File: src/rtl/switch_reader.sv
// Debounced, synchronized slide-switch reader with change events on a valid/ready handshake.
// Each bit is synchronized, filtered independently, and changes are published as coalesced events.
module switch_reader #(
  parameter int unsigned WIDTH         = 4,
  parameter int unsigned STABLE_CYCLES = 10
) (
  input  logic             clk,
  input  logic             rst_n,
  input  logic [WIDTH-1:0] switches,
  output logic [WIDTH-1:0] stable_o,
  output logic             event_valid_o,
  output logic [WIDTH-1:0] event_data_o,
  input  logic             event_ready_i,
  output logic             overrun_o,
  input  logic             overrun_clr_i
);

  localparam int unsigned CNT_W = $clog2(STABLE_CYCLES + 1);
  localparam logic [CNT_W-1:0] CNT_LAST = CNT_W'(STABLE_CYCLES - 1);

  logic [WIDTH-1:0] sync1_q, sync1_d;
  logic [WIDTH-1:0] sync2_q, sync2_d;
  logic [WIDTH-1:0] stable_q, stable_d;
  logic [WIDTH-1:0] last_sent_q, last_sent_d;
  logic [WIDTH-1:0] ev_data_q, ev_data_d;
  logic             ev_valid_q, ev_valid_d;
  logic             overrun_q, overrun_d;
  logic [CNT_W-1:0] cnt_q [WIDTH];
  logic [CNT_W-1:0] cnt_d [WIDTH];

  // Two-flop synchronizer per bit
  always_comb begin
    sync1_d = switches;
    sync2_d = sync1_q;
  end

  // Per-bit debounce: any return to the accepted value restarts the count
  always_comb begin
    stable_d = stable_q;
    for (int i = 0; i < int'(WIDTH); i++) begin
      cnt_d[i] = '0;
      if (sync2_q[i] != stable_q[i]) begin
        if (cnt_q[i] == CNT_LAST) begin
          stable_d[i] = sync2_q[i];
        end else begin
          cnt_d[i] = cnt_q[i] + CNT_W'(1);
        end
      end
    end
  end

  // Event generation; a stalled event is refreshed with the latest value on handshake
  always_comb begin
    ev_valid_d  = ev_valid_q;
    ev_data_d   = ev_data_q;
    last_sent_d = last_sent_q;
    if (!ev_valid_q || event_ready_i) begin
      if (stable_q != last_sent_q) begin
        ev_valid_d  = 1'b1;
        ev_data_d   = stable_q;
        last_sent_d = stable_q;
      end else begin
        ev_valid_d  = 1'b0;
      end
    end
  end

  // Sticky overrun: set has priority over clear
  always_comb begin
    overrun_d = overrun_q;
    if (overrun_clr_i) begin
      overrun_d = 1'b0;
    end
    if ((stable_d != stable_q) && ev_valid_q && !event_ready_i) begin
      overrun_d = 1'b1;
    end
  end

  always_ff @(posedge clk or negedge rst_n) begin
    if (!rst_n) begin
      sync1_q     <= '0;
      sync2_q     <= '0;
      stable_q    <= '0;
      last_sent_q <= '0;
      ev_data_q   <= '0;
      ev_valid_q  <= 1'b0;
      overrun_q   <= 1'b0;
      for (int i = 0; i < int'(WIDTH); i++) begin
        cnt_q[i] <= '0;
      end
    end else begin
      sync1_q     <= sync1_d;
      sync2_q     <= sync2_d;
      stable_q    <= stable_d;
      last_sent_q <= last_sent_d;
      ev_data_q   <= ev_data_d;
      ev_valid_q  <= ev_valid_d;
      overrun_q   <= overrun_d;
      for (int i = 0; i < int'(WIDTH); i++) begin
        cnt_q[i] <= cnt_d[i];
      end
    end
  end

  assign stable_o      = stable_q;
  assign event_valid_o = ev_valid_q;
  assign event_data_o  = ev_data_q;
  assign overrun_o     = overrun_q;

endmodule

File: config.mk
export PLATFORM = sky130hd
export DESIGN_NAME = switch_reader
export DESIGN_NICKNAME = d
export VERILOG_FILES = /design/src/rtl/switch_reader.sv
export SDC_FILE = /design/constraint.sdc
export NUM_CORES = 1
export LEC_CHECK = 0
export ABC_AREA = 1
export ABC_CLOCK_PERIOD_IN_PS = 1100
export CAP_MARGIN = 20
export CORE_AREA = 4 4 69 71
export CTS_CLUSTER_DIAMETER = 100
export DETAILED_ROUTE_END_ITERATION = 8
export DIE_AREA = 0 0 73 75
export SLEW_MARGIN = 40
export SYNTH_ARGS = -nofsm -noshare
export SYNTH_HDL_FRONTEND = slang
export SYNTH_SLANG_ARGS = --single-unit
File: constraint.sdc
create_clock -name clk -period 1.1 [get_ports clk]
set_input_delay 0.165 -clock clk [delete_from_list [all_inputs] [get_ports clk]]
set_output_delay 0.165 -clock clk [all_outputs]
set_load 0.03 [all_outputs]
==> results.py <==
metrics = {
    "outcome": {
        "outcome": "complete, but fails checks",
        "failed_checks": "setup timing",
    },
    "floorplanning": {
        "core_um2": 4234,
        "rows": 24,
        "pin_count": 18,
        "die_h_um": 75,
        "die_w_um": 73,
        "start_util": 0.3540,
        "dieArea_um2": 5475,
    },
    "worst_setup_path": {
        "cp_common_cell": "nand2_1",
        "start_kind": "flip-flop",
        "cpMaxStageDelayCell": "dfrtp_1",
        "worstReg2RegEnd": "overrun_o",
        "cp_max_fo": 3,
        "r2r_start": "cnt_q[8]",
        "critPathCaptureType": "flip-flop",
        "critPathMaxStageDelay_ps": 420,
        "r2r_slack_ps": -30,
        "path_class": "flip-flop to flip-flop",
        "cp_data_arrival_time_ps": 1300,
        "reg2reg_depth": 7,
        "path_cells": "ha_4 -> nand2_2 -> nor2_4 -> nand2_1 -> nand2_1 -> o21ai_2 -> nand2_1",
        "worstPathRequired_ps": 1280,
    },
    "synthesis": {
        "synth-simple-area-share": 0.2220,
        "synth_xor_area_frac": 0.04674,
        "ys_seq_elements": 34,
        "ys_seq_area_frac": 0.5676,
        "synth_top_family_by_area": "simple AND/OR/NAND/NOR gates",
        "yosys-mux-area-fraction": 0,
        "ys_warn_count": 0,
        "synthDistinctLibCells": 16,
        "syn_nets": 180,
        "synthAdderAreaFrac": 0.06678,
        "syn_avg_cell_area_um2": 9.140,
        "syn_inst": 164,
        "synth_compound_area_frac": 0.03005,
        "syn_area_um2": 1499,
    },
    "timing": {
        "fin_skew_ps": 5.604,
        "max-slew-margin-rel": 0.8504,
        "finalMaxSlewViolations": 0,
        "fin_crit_sh": 1.024,
        "finalSetupViolCount": 2,
        "worst_slack_ps": -26.12,
        "period_needed_ps": 1126,
        "hold_violations": 0,
        "tightest_slew_ps": 224.5,
        "rsz0062_at_grt": "yes",
        "fin_tns_setup_ps": -41.56,
        "max_freq_mhz": 888.0,
    },
    "routing": {
        "drcViolationCount": 0,
        "vias": 1112,
        "vias_per_cell": 4.344,
        "first_pass_iters": 4,
        "postRouteAntennaNets": 0,
        "wl_per_cell_um": 10.89,
        "drtIter0Drc": 64,
        "wirelength_um": 2789,
    },
    "power_and_ir_drop": {
        "p_int_mw": 2.311,
        "p_total_mw": 3.388,
        "leakagePower_nw": 1.043,
        "peakVddDrop_mv": 0.8202,
        "seq_power_share": 0.446,
        "p_clk_frac": 0.282,
        "combPwrFrac": 0.271,
        "swShare": 0.3179,
        "powerDensity_nw_per_um2": 1600,
        "switchingPower_mw": 1.077,
    },
    "cts": {
        "numCtsBuffers": 5,
        "cts_sinks": 34,
        "cts_tree": "yes",
        "ctsHtreeMaxLevel": 2,
        "clk_pin_slew_ps": 70,
        "ctsLongestPathBuffers": 2,
        "ctsRootBufferMaster": "clkbuf_8",
        "clock_latency_ps": 290,
    },
    "flow_run": {
        "drv_cap": 0,
    },
    "hold_path": {
        "worstHoldPathType": "primary input to asynchronous set/reset pin",
    },
    "global_route": {
        "grt_pass1_vias": 1044,
        "grt-ovfl-total": 0,
        "antenna_found_initial": 0,
        "grt_usage": 0.1125,
        "grt_pass1_wl_um": 4526,
        "grt_max_degree": 35,
    },
    "final_layout": {
        "stdcell_area_um2": 2117,
        "fillers": 387,
        "final_net_count": 219,
        "insertedDiodeCount": 0,
        "drive_gt1_frac": 0.4167,
        "syn2layout_area_growth_pct": 41.24,
        "final_cell_mix": "nand2_1 (41), dfrtp_1 (26), buf_4 (18), inv_1 (13), nor2_1 (11)",
        "final_common_cell": "nand2_1",
    },
    "placement": {
        "dp_slack_ps": -69.10,
        "place_congestion": 0.7188,
        "hpwlAfterDp_um": 1813,
        "io_buffers": 17,
        "place_area_um2": 1822,
    },
}
[repair_timing]
item | in CTS | in global routing
setup buffers | 1 | 5
endpoints found under the hold margin | 0 | 0
hold buffers | 0 | 0
setup endpoints to repair | 10 | 29
pin swaps | 5 | 24
gates resized for setup | 10 | 42
[layer usage]
| metal | share of wire | vias to the layer above | global-route usage | routed length (um) |
|---|---|---|---|---|
| li1 | - | 574 | - | - |
| met1 | 0.46 | 512 | 0.1398 | 1279 |
| met2 | 0.48 | 17 | 0.1698 | 1325 |
| met3 | 0.041 | 9 | 0.02937 | 115 |
| met4 | 0.025 | 0 | 0.07992 | 69 |
| met5 | 0 | - | 0 | 0 |
[registers in the layout, summed over array words and instances, names as in the netlist]
signal         flops
cnt_q             16
overrun_o          1
event_data_o       4
event_valid_o      1
stable_o           4
sync2_q            4
sync1_q            4
[synthesized netlist by cell type]
master	instances	share of area
a21oi_1	2	0.0067
ha_1	8	0.067
inv_1	18	0.045
xnor2_1	6	0.035
dfrtp_1	34	0.57
o21ai_0	4	0.013
inv_2	4	0.010
nand3_1	8	0.027
o21ai_1	3	0.010
nor2_2	2	0.0083
xor2_1	2	0.012
bufinv_8	1	0.012
nor2_1	19	0.048
nand2_4	1	0.0075
nand2_1	51	0.13
nand2_2	1	0.0042
[layout make-up]
type                            count  area, um^2  share of cell area
Timing Repair Buffer               32       292.8              0.1383
Clock buffer                        7       86.33             0.04078
Tap cell                           52       65.06             0.03073
Multi-Input combinational cell    107       706.9              0.3339
Sequential cell                    34       860.8              0.4066
Clock inverter                      1       5.005            0.002364
Inverter                           23       100.1             0.04728
[stage by stage]
step	cells	hold slack [ps]	util
final	256	241.3	0.5000
after global routing	256	245.1	0.5000
after CTS	254	243.8	0.4616
after detailed placement	245	336.5	0.4303
after global placement	245	332.3	0.4303
after floorplan	164	-130.6	-
[power by group through the flow]
| stage | Clock, mW | Sequential [mW] | Combinational, mW |
|---|---|---|---|
| 2_1_floorplan | 0 | 1.59 | 0.380 |
| 3_3_place_gp | 0 | 1.51 | 0.745 |
| 3_5_place_dp | 0 | 1.51 | 0.759 |
| 4_1_cts | 0.984 | 1.49 | 0.786 |
| 5_1_grt | 1.05 | 1.53 | 1.03 |
| 6_report | 0.957 | 1.51 | 0.918 |
[worst max path at each step]
stage                            to          start  slack [ps]
finish                    overrun_o       cnt_q[8]         -30
global route              overrun_o       cnt_q[5]        -100
CTS                       overrun_o       cnt_q[4]         -30
detailed placement        overrun_o      cnt_q[12]         -70
global placement    event_data_o[1]  event_ready_i         -60
floorplan           event_data_o[0]  event_valid_o          10
[cells by family (layout without fill, tap and decap cells)]
family,after synthesis,count (layout)
DFF,34,34
and+or+nand+nor,82,82
adders and majority gates,8,8
xor gates and xnor gates,8,8
buffers and inverters,23,63
AOI/OAI and AO/OA,9,9
[worst max-delay path: cells and delay by family, from the launching register on]
family,cells,cell delay [ps]
and+or+nand+nor,5,310
DFF,1,420
AOI/OAI and AO/OA,1,120
adders and majority gates,1,170
(Power assumes the default switching activity.)
